<file path="src/rtl/demux_dispatch_ctrl.sv">
// Dispatch sequencer for a 1x8 demux: 2-deep input FIFO, one held output word, one-hot valid.
// Optional drop-on-timeout is enabled by defining DEMUX_DISPATCH_TIMEOUT_EN.
module demux_dispatch_ctrl #(
    parameter int N       = 32,
    parameter int TIMEOUT = 15
) (
    input  logic         clk,
    input  logic         rst_n,
    input  logic         in_valid,
    output logic         in_ready,
    input  logic [N-1:0] in_data,
    input  logic [2:0]   in_dest,
    output logic [N-1:0] dmx_data,
    output logic [2:0]   dmx_sel,
    output logic [7:0]   out_valid,
    input  logic [7:0]   out_ready,
    output logic         busy,
    output logic         err_timeout,
    output logic [2:0]   err_dest
);

    typedef enum logic {
        IDLE,
        DRIVE
    } state_t;

    typedef struct packed {
        logic [N-1:0] data;
        logic [2:0]   dest;
    } word_t;

    if (TIMEOUT < 1) begin : g_bad_timeout
        $error("TIMEOUT must be at least 1");
    end

    state_t     state;
    word_t      fifo_mem [2];
    logic       wr_ptr;
    logic       rd_ptr;
    logic [1:0] fifo_count;
    word_t      head;

    logic push;
    logic pop;
    logic done;
    logic expire;
    logic release_word;

    // Ready looks only at the registered count, so a same-cycle pop never opens a slot early.
    assign in_ready     = rst_n && (fifo_count < 2'd2);
    assign push         = in_valid && in_ready;
    assign head         = fifo_mem[rd_ptr];
    assign done         = (state == DRIVE) && ((out_valid & out_ready) != 8'd0);
    assign release_word = done || expire;
    assign pop          = (fifo_count != 2'd0) && ((state == IDLE) || release_word);
    assign busy         = (state == DRIVE) || (fifo_count != 2'd0);

    // NOTE: sequential state uses <= so every register samples pre-edge values,
    // independent of the order the statements are written in.
    always_ff @(posedge clk) begin
        if (!rst_n) begin
            fifo_count <= 2'd0;
            wr_ptr     <= 1'b0;
            rd_ptr     <= 1'b0;
        end else begin
            if (push) wr_ptr <= ~wr_ptr;
            if (pop)  rd_ptr <= ~rd_ptr;
            case ({push, pop})
                2'b10:   fifo_count <= fifo_count + 2'd1;
                2'b01:   fifo_count <= fifo_count - 2'd1;
                default: fifo_count <= fifo_count;
            endcase
        end
    end

    // NOTE: storage is left unreset; the count and pointers decide what is valid,
    // and push is already gated off while rst_n is low.
    always_ff @(posedge clk) begin
        if (push) fifo_mem[wr_ptr] <= '{data: in_data, dest: in_dest};
    end

    always_ff @(posedge clk) begin
        if (!rst_n) begin
            state     <= IDLE;
            dmx_data  <= '0;
            dmx_sel   <= '0;
            out_valid <= '0;
        end else begin
            unique case (state)
                IDLE: begin
                    if (pop) begin
                        dmx_data  <= head.data;
                        dmx_sel   <= head.dest;
                        out_valid <= 8'b1 << head.dest;
                        state     <= DRIVE;
                    end
                end
                DRIVE: begin
                    if (release_word) begin
                        if (pop) begin
                            dmx_data  <= head.data;
                            dmx_sel   <= head.dest;
                            out_valid <= 8'b1 << head.dest;
                        end else begin
                            // data and select keep their last value on the way back to IDLE
                            out_valid <= '0;
                            state     <= IDLE;
                        end
                    end
                end
            endcase
        end
    end

`ifdef DEMUX_DISPATCH_TIMEOUT_EN
    localparam int CW = $clog2(TIMEOUT + 1);

    logic [CW-1:0] wait_cnt;

    // Expiry on the edge that ends the TIMEOUT-th cycle of out_valid high; completion wins a tie.
    assign expire = (state == DRIVE) && !done && (wait_cnt == CW'(TIMEOUT - 1));

    always_ff @(posedge clk) begin
        if (!rst_n) begin
            wait_cnt    <= '0;
            err_timeout <= 1'b0;
            err_dest    <= '0;
        end else begin
            err_timeout <= expire;
            if (expire) err_dest <= dmx_sel;
            if (pop || release_word || (state == IDLE)) wait_cnt <= '0;
            else                                          wait_cnt <= wait_cnt + 1'b1;
        end
    end
`else
    assign expire      = 1'b0;
    assign err_timeout = 1'b0;
    assign err_dest    = 3'd0;
`endif

endmodule

</file>
<file path="config.mk">
export PLATFORM = sky130hd
export DESIGN_NAME = demux_dispatch_ctrl
export DESIGN_NICKNAME = d
export VERILOG_FILES = /design/src/rtl/demux_dispatch_ctrl.sv
export SDC_FILE = /design/constraint.sdc
export NUM_CORES = 1
export LEC_CHECK = 0
export CAP_MARGIN = 20
export CORE_MARGIN = 2
export CORE_UTILIZATION = 50
export CTS_CLUSTER_SIZE = 25
export DETAILED_ROUTE_END_ITERATION = 6
export GPL_TIMING_DRIVEN = 0
export PLACE_DENSITY_LB_ADDON = 0.3
export SYNTH_ARGS = -nofsm -noshare
export SYNTH_HDL_FRONTEND = slang
export SYNTH_SLANG_ARGS = --single-unit
export TNS_END_PERCENT = 50
</file>
<file path="constraint.sdc">
create_clock -name clk -period 3.5 [get_ports clk]
set_input_delay 0.7 -clock clk [delete_from_list [all_inputs] [get_ports clk]]
set_output_delay 0.7 -clock clk [all_outputs]
set_load 0.01 [all_outputs]
</file>
==> flow_metrics.py, run 1 <==
metrics = {
    "status": {
        "run_status": "finished, final reports clean",
    },
    "detailed_routing": {
        "drc_errors": 0,
        "wl_um": 9480,
        "drt.antenna.violating_nets": 0,
        "via_count": 2978,
        "vias_per_cell": 5.49,
        "drt_iter0_markers": 193,
        "firstDrtPassIters": 4,
        "wl_per_cell_um": 17.5,
    },
    "synth": {
        "synth_top_area_frac": 0.465,
        "synth_mux_area_frac": 0.0733,
        "synth_cell_types": 44,
        "synth_xor_area_frac": 0.00581,
        "synth_simple_gate_area_share": 0.0697,
        "synth_top_family_by_area": "compound AO/OA/AOI/OAI gates",
        "yosysTopAreaCell": "edfxtp_1",
        "syn_area_um2": 4520,
        "synth_edf_count": 70,
        "synth_ff_type": "edfxtp_1",
        "synth_area_leaders": "edfxtp_1 46%, dfxtp_1 22%, o221a_2 8.5%",
        "yosysWarnings": 0,
        "synth-compound-area-share": 0.128,
        "syn_area_per_cell_um2": 14.6,
        "synth_adder_area_share": 0.00277,
        "ys_async_sr_fraction": 0,
        "netlist_instances": 309,
        "synth_seq_area_share": 0.682,
        "ys_ff_latch": 119,
    },
    "timing": {
        "fin_crit_sh": 0.761,
        "slew_headroom": 0.398,
        "rsz0062_at_grt": "false",
        "finalSetupViolCount": 0,
        "hold_viol": 0,
        "tightest_slew_ns": 0.903,
        "fin_crit_ns": 2.66,
        "clock.fmax_mhz": 376,
        "drv_slew": 0,
        "final.setup_skew_ns": 0.00769,
    },
    "critical_path": {
        "rr_worst_depth": 7,
        "cp-end-kind": "register",
        "r2r_end": "fifo_count[1]",
        "r2r_slack_ns": 1.13,
        "crit_required_ns": 3.93,
        "crit_type": "input port to register",
        "r2r_start": "out_valid[5]",
        "crit_arrival_ns": 3.09,
        "critPathLaunchType": "input port",
        "worst-path-max-fanout": 10,
    },
    "layout": {
        "syn2layout_area_growth_pct": 35.8,
        "layout.cells.non_filler": 542,
        "final_layout_size_suffix_gt1_frac": 0.207,
        "diodes": 0,
        "fin_nets": 468,
        "nFillCells": 619,
    },
    "clock_network": {
        "cts_htree_levels": 4,
        "cts_setup_buffers": 0,
        "tritoncts": "built",
        "cts_buffers": 17,
        "clock-root-buffer": "clkbuf_8",
        "cts.reportedPaths.clkPinSlew_ns": 0.06,
        "cts.hold.buffers_added": 0,
        "cts.repair.resized": 0,
        "clk_latency_ns": 0.50,
        "clock-sinks": 119,
        "clockBufferDepth": 2,
    },
    "min_path": {
        "min_from": "out_valid[7]",
        "min_delay_path_depth": 1,
        "whs_endpoint": "out_valid[7]",
        "min_path_type": "register to register",
    },
    "die": {
        "core_um2": 8760,
        "ios": 95,
        "dieArea_um2": 9820,
        "initial_core_util": 0.516,
        "die_y_um": 99.1,
        "dieWidth_um": 99.1,
        "row_count": 34,
    },
    "global_route": {
        "overflow": 0,
        "grt_pass1_wl_um": 15300,
        "antenna_found_initial": 0,
        "grt_start_max_net_pins": 36,
        "grt_pass1_vias": 3113,
        "gr-usage-all-layers": 0.203,
    },
    "place": {
        "placedCellCount": 510,
        "port-buffer-count": 89,
        "dpl.hpwl_um": 6310,
        "place.gp.congestion": 0.844,
    },
    "power_and_ir_drop": {
        "peakVddDrop_v": 0.000409,
        "power_mw": 5.34,
        "power_density_nw_per_um2": 870,
        "leakage_nw": 2.16,
    },
    "run": {
        "drv_cap": 0,
    },
}
[per-stage QoR]
step	cell area [um2]	setup WS, ns	util	hold slack [ns]	TNS (ns)
finish	6140	0.838	0.701	0.488	0
global route	6140	0.735	0.701	0.510	0
CTS	6140	0.878	0.701	0.486	0
detailed placement	5600	0.364	0.638	0.474	0
global placement	5560	-0.673	0.634	0.472	-23.49
floorplan	4530	0.230	-	0.488	0
[how the worst max path moves through the flow]
stage                      start         endpoint  slack [ns]  cells past startpoint
finish              out_ready[5]    fifo_count[1]        0.84                      8
global route        out_ready[5]    fifo_count[1]        0.74                      8
CTS                 out_ready[5]    fifo_count[1]        0.88                      8
detailed placement  out_ready[5]    fifo_count[1]        0.36                      8
global placement           rst_n  fifo_mem[0][22]       -0.67                      4
floorplan                  rst_n   fifo_mem[0][0]        0.23                      4
[Yosys cell counts (2+ instances only)]
library cell,count
edfxtp_1,70
dfxtp_1,49
nand2_1,42
o221a_2,34
mux2i_1,32
clkbuf_1,10
o2bb2ai_1,8
nor2_1,5
buf_2,4
buf_4,4
buf_6,3
clkbuf_8,3
nand3_1,3
nand4_1,3
o21ai_0,3
a22oi_1,2
inv_1,2
nor3_1,2
o211ai_1,2
or2_2,2
or3_1,2
xor2_1,2
[critical path: stages]
cell             delay [ns]
clkdlybuf4s50_1        0.40
a222oi_1               0.52
and3_2                 0.29
a21oi_2                0.15
clkbuf_8               0.21
ha_1                   0.32
or3_1                  0.36
a21oi_1                0.14
[power by group]
| part | switching (mW) | leakage [nW] | internal (mW) |
|---|---|---|---|
| Combinational | 0.880 | 0.869 | 0.923 |
| Clock | 0.627 | 0.248 | 0.939 |
| Sequential | 0.171 | 1.04 | 1.80 |
| Total | 1.68 | 2.16 | 3.66 |
[layout by cell type (no fill, tap or decap), types with 3 or more instances in the layout]
cell type        synthesis  final
buf_2                    4      4
clkinv_4                 0      3
nand3_1                  3      3
clkinvlp_4               0      6
o21ai_0                  3      3
nand2_1                 42     42
nand4_1                  3      3
o221a_2                 34     34
clkbuf_8                 3      4
buf_6                    3      3
mux2i_1                 32     32
clkbuf_16                0     16
dfxtp_1                 49     49
clkbuf_1                10     10
buf_4                    4      4
clkdlybuf4s50_1          0     89
o2bb2ai_1                8      8
nor2_1                   5      4
edfxtp_1                70     70
conb_1                   1      4
[area by class of cell]
cell class | instances | area, um2 | area share
clock inverter | 15 | 131 | 0.0214
timing repair buffer | 90 | 918 | 0.150
clock buffer | 17 | 414 | 0.0674
sequential | 119 | 3080 | 0.502
multi-input combinational | 167 | 1290 | 0.210
tap | 108 | 135 | 0.0220
buffer | 24 | 163 | 0.0265
inverter | 2 | 7.51 | 0.00122
[flip-flops by register name, summed over array words and instances, names as in the netlist, named ones only]
register / count
rd_ptr: 1
out_valid: 8
state: 1
fifo_count: 2
dmx_sel: 3
wr_ptr: 1
fifo_mem: 70
dmx_data: 32
[per-layer routing]
| metal | GRT usage | wire length, um | up-vias |
|---|---|---|---|
| met1 | 0.242 | 3970 | 1452 |
| li1 | - | - | 1421 |
| met5 | 0 | 0 | - |
| met3 | 0.0639 | 600 | 13 |
| met4 | 0.0854 | 154 | 0 |
| met2 | 0.342 | 4760 | 92 |
[cells by family after synthesis]
family,count (synthesis)
flip-flops,119
AND/OR/NAND/NOR,68
AO/OA/AOI/OAI,58
multiplexers,33
buffers and inverters,26
XOR/XNOR,3
adder cells (fa/ha/maj),1
other,1
Power figures use the tool's default switching activity.
==> run 2, diff against run 1 <==
- CORE_UTILIZATION: 50 -> 46
- clock period: 3.5 -> 2.18 ns (I/O delays scaled with it)
==> run 2 against run 1 <==
  * Non-clock buffer count grew 6
  * Clock power grew 70%
  * Hold slack lost 0.017 ns
  * Routed wire length grew 0.66%
  * Final cell count grew 5.7%
  * First-iteration DRC count shrank 41%
  * Critical path depth shrank 6
  * Sequential share of layout area shrank 0.75 points
  * Largest cell class unchanged
  * Global-route usage shrank 1.5 points
  * Register-to-register slack lost 0.95 ns
  * Core utilization shrank 5.4 points
==> flow_metrics.py, run 2 (synthesized netlist as in run 1, its figures left out) <==
metrics = {
    "status": {
        "run_status": "finished, final reports clean",
    },
    "layout": {
        "final_layout_size_suffix_gt1_frac": 0.214,
        "fin_nets": 474,
        "diodes": 0,
        "final_cell_mix": "88 x clkdlybuf4s50_1, 70 x edfxtp_1, 49 x dfxtp_1",
        "final_common_cell": "clkdlybuf4s50_1",
        "fin_util": 0.647,
        "multi_input_area_um2": 1300,
        "post-route-cell-area_um2": 6230,
        "largestRegisters": "fifo_mem (70), dmx_data (32), out_valid (8)",
        "regArea_um2": 3080,
        "nFillCells": 738,
        "largest_register": "fifo_mem",
        "syn2layout_area_growth_pct": 37.9,
        "largest_reg_flops": 70,
    },
    "clock_network": {
        "clock-root-buffer": "clkbuf_8",
        "clock-sinks": 119,
        "tritoncts": "built",
        "cts_htree_levels": 4,
        "clockBufferDepth": 2,
        "cts_buffers": 17,
        "cts.reportedPaths.clkPinSlew_ns": 0.06,
        "clk_latency_ns": 0.51,
    },
    "timing": {
        "fin_crit_sh": 0.961,
        "slew_headroom": 0.279,
        "clock.fmax_mhz": 478,
        "final.setup_skew_ns": 0.00935,
        "fin_crit_ns": 2.09,
        "drv_slew": 0,
        "tns_ns": 0,
        "setup_ws_ns": 0.0860,
        "rsz0062_at_grt": "false",
        "hold_viol": 0,
        "tightest_slew_ns": 1.08,
        "finalSetupViolCount": 0,
    },
    "critical_path": {
        "worst-path-max-fanout": 6,
        "rr_worst_depth": 6,
        "r2r_start": "out_valid[6]",
        "crit_arrival_ns": 1.66,
        "cp-end-kind": "output pin",
        "crit_type": "register to output pin",
        "critPathLaunchType": "register",
        "cp-startpoint": "fifo_count[1]",
        "crit_required_ns": 1.74,
    },
    "detailed_routing": {
        "vias_per_cell": 5.22,
        "drt.antenna.violating_nets": 0,
        "wl_per_cell_um": 16.7,
        "firstDrtPassIters": 4,
        "drc_errors": 0,
        "drt_iter0_markers": 114,
        "wl_um": 9540,
        "via_count": 2991,
    },
    "die": {
        "die_y_um": 103,
        "row_count": 36,
        "core_um2": 9640,
        "ios": 95,
        "initial_core_util": 0.469,
        "dieArea_um2": 10600,
        "dieWidth_um": 103,
    },
    "global_route": {
        "busiest_layer": "met2",
        "overflow": 0,
        "antenna_found_initial": 0,
        "grt_pass1_wl_um": 14600,
        "use_met3": 0.0522,
        "grt_start_max_net_pins": 36,
        "grt_pass1_vias": 2950,
        "gr-usage-all-layers": 0.188,
        "grt_use_met1": 0.222,
        "use_met2": 0.318,
    },
    "place": {
        "pre_cts_ws_ns": -0.684,
        "port-buffer-count": 89,
        "place.gp.congestion": 0.830,
        "dpl_cell_area_um2": 5600,
        "dpl.hpwl_um": 6060,
    },
    "power_and_ir_drop": {
        "leakage_nw": 2.21,
        "power_mw": 8.82,
        "peakVddDrop_v": 0.000615,
        "power_density_nw_per_um2": 1420,
    },
    "min_path": {
        "min_path_type": "input port to register",
        "min_from": "rst_n",
        "min_delay_path_depth": 3,
    },
    "run": {
        "drv_cap": 0,
    },
}
==> run 2: metal layers <==
metal,routed length (um),part of all wire
met5,0,0
met2,4930,0.52
met1,4020,0.42
met3,437,0.046
met4,161,0.017
==> run 2: worst paths after layout <==
kind | end | slack (ns)
worst max-delay path | in_ready | 0.09
worst min-delay path | out_valid[0] | 0.47
worst max register to register | fifo_count[1] | 0.18
worst min register to register | out_valid[5] | 0.49
==> run 2: repair_timing <==
item / CTS / global route
hold buffers: 0 / 0
gates resized for setup: 3 / 0
endpoints found under the setup margin: 2 / 1
gates cloned: 0 / 0
pin swaps: 1 / 3
buffers inserted: 1 / 7
==> run 2: layout make-up <==
type                    instances  area share
well taps                     133      0.0267
inverters                       2     0.00120
plain buffers                  23      0.0239
multi-input cells             167       0.209
flip-flops and latches        119       0.495
clock inverters                13      0.0251
clock buffers                  19      0.0676
repair buffers                 97       0.152
==> run 2: where the power goes <==
part / switching (mW) / internal [mW]
Combinational: 1.45 / 1.54
Sequential: 0.267 / 2.89
Clock: 0.945 / 1.73
Total: 2.66 / 6.16
==> run 2: through the flow <==
step / hold slack [ns] / instances
floorplan: 0.488 / 312
global placement: 0.470 / 534
detailed placement: 0.481 / 534
CTS: 0.448 / 567
global route: 0.480 / 573
finish: 0.471 / 573
==> run 2: worst max-delay path, cell delays in order, from the launching register on <==
cell             delay [ns]
dfxtp_1                0.34
nor2b_1                0.23
clkdlybuf4s50_1        0.58
==> run 3, diff against run 2 <==
- HOLD_SLACK_MARGIN: not set -> 0.05
- RECOVER_POWER: not set -> 25
==> run 3 against run 2 <==
  * Die area did not move
  * Worst setup slack is essentially flat
  * Combinational power about the same
  * Sequential share of layout area is the same
  * Sequential power barely moved
  * Count of clock-buffer cells in the layout unchanged
  * Critical endpoint unchanged
==> flow_metrics.py, run 3 (synthesized netlist as in run 1, its figures left out) <==
metrics = {
    "detailed_routing": {
        "via_count": 2990,
        "wl_um": 9550,
        "drc_errors": 0,
        "drt_iter0_markers": 113,
        "drt.antenna.violating_nets": 0,
        "firstDrtPassIters": 4,
        "vias_per_cell": 5.22,
        "wl_per_cell_um": 16.7,
    },
    "global_route": {
        "grt_pass1_wl_um": 14600,
        "overflow": 0,
        "grt_start_max_net_pins": 36,
        "grt_pass1_vias": 2950,
        "antenna_found_initial": 0,
        "gr-usage-all-layers": 0.188,
    },
    "power_and_ir_drop": {
        "peakVddDrop_v": 0.000616,
        "leakage_nw": 2.22,
        "comb_power_share": 0.338,
        "switchingPower_mw": 2.67,
        "swShare": 0.303,
        "seqPwrFrac": 0.358,
        "cellInternalPower_mw": 6.15,
        "clkPwrFrac": 0.304,
        "power_density_nw_per_um2": 1410,
    },
    "critical_path": {
        "critPathLaunchType": "register",
        "crit_type": "register to output pin",
        "slowest_stage": "clkdlybuf4s50_1",
        "path_cells": "nor2b_1 > clkdlybuf4s50_1",
        "critPathTopFamily": "buffers and inverters",
        "cpPeakStageDelay_ns": 0.58,
        "rr_worst_depth": 6,
        "crit_required_ns": 1.74,
        "worst-path-max-fanout": 6,
        "crit_arrival_ns": 1.66,
        "cp.buffers_inverters": 1,
        "worst-path-stages": 2,
        "cp-end-kind": "output pin",
    },
    "clock_network": {
        "clk_latency_ns": 0.51,
        "clock-sinks": 119,
        "cts_htree_levels": 4,
        "tritoncts": "built",
        "cts.hold.buffers_added": 0,
        "cts_buffers": 17,
        "clockBufferDepth": 2,
        "clock-root-buffer": "clkbuf_8",
        "cts.reportedPaths.clkPinSlew_ns": 0.06,
    },
    "layout": {
        "final_common_cell": "edfxtp_1",
        "fin_nets": 474,
        "largest_reg_flops": 70,
        "regArea_um2": 3080,
        "nFillCells": 738,
        "multi_input_area_um2": 1300,
        "largestRegisters": "fifo_mem (70), dmx_data (32), out_valid (8)",
        "syn2layout_area_growth_pct": 37.9,
        "final_layout_size_suffix_gt1_frac": 0.214,
        "final_cell_mix": "70 x edfxtp_1, 59 x clkdlybuf4s50_1, 49 x dfxtp_1",
        "diodes": 0,
        "largest_register": "fifo_mem",
    },
    "status": {
        "run_status": "finished, final reports clean",
    },
    "die": {
        "core_um2": 9640,
        "dieArea_um2": 10600,
        "initial_core_util": 0.469,
        "ios": 95,
        "dieWidth_um": 103,
        "row_count": 36,
        "die_y_um": 103,
    },
    "place": {
        "place.gp.congestion": 0.830,
        "port-buffer-count": 89,
        "dpl.hpwl_um": 6060,
        "pre_cts_ws_ns": -0.684,
    },
    "timing": {
        "tightest_slew_ns": 1.08,
        "fin_crit_sh": 0.961,
        "finalSetupViolCount": 0,
        "final.setup_skew_ns": 0.00934,
        "fin_crit_ns": 2.09,
        "rsz0062_at_grt": "false",
        "tns_ns": 0,
        "clock.fmax_mhz": 477,
        "slew_headroom": 0.276,
        "drv_slew": 0,
        "hold_viol": 0,
        "fin_hold_ws_ns": 0.472,
        "setup_ws_ns": 0.0855,
    },
    "min_path": {
        "min_delay_path_depth": 3,
        "min_path_type": "input port to register",
    },
    "run": {
        "drv_cap": 0,
    },
}
run 3: timing repair:
item | CTS | global route
gates resized for setup | 3 | 0
setup buffers | 1 | 7
endpoints found under the setup margin | 2 | 1
pin swaps | 1 | 3
run 3: routing by layer:
| metal | routed length [um] | vias up | global-route usage |
|---|---|---|---|
| li1 | - | 1432 | - |
| met1 | 3990 | 1457 | 0.222 |
| met2 | 4940 | 87 | 0.318 |
| met3 | 457 | 14 | 0.0522 |
| met4 | 161 | 0 | 0.0881 |
| met5 | 0 | - | 0 |
run 3: final timing paths:
check / from / to / slack [ns]
worst max-delay path: fifo_count[1] / in_ready / 0.09
worst min register to register: out_valid[1] / out_valid[1] / 0.49
worst max register to register: out_valid[6] / fifo_count[1] / 0.18
worst min-delay path: rst_n / out_valid[0] / 0.47
run 3: through the flow:
step                power (mW)   util  area [um2]  std cells
floorplan                 4.86      -        4540        312
global placement          6.00  0.581        5600        534
detailed placement        6.09  0.581        5600        534
CTS                       8.81  0.643        6190        567
global route              9.24  0.647        6230        573
finish                    8.82  0.647        6230        573
run 3: layout make-up:
class / instances / share of cell area
sequential: 119 / 0.495
multi-input combinational: 167 / 0.209
timing repair buffer: 97 / 0.152
clock buffer: 19 / 0.0676
tap: 133 / 0.0267
clock inverter: 13 / 0.0251
buffer: 23 / 0.0239
inverter: 2 / 0.00120
run 3: power by group through the flow:
stage	sequential [mW]	combinational (mW)	clock, mW
6_report	3.16	2.98	2.68
4_1_cts	3.16	2.93	2.72
2_1_floorplan	3.29	1.57	0
5_1_grt	3.21	3.23	2.81
3_3_place_gp	3.18	2.82	0
3_5_place_dp	3.19	2.90	0
run 3: tightest hold or removal path, stage by stage:
cell,delay [ns]
clkbuf_1,0.21
o21ai_0,0.20
o2bb2ai_1,0.07
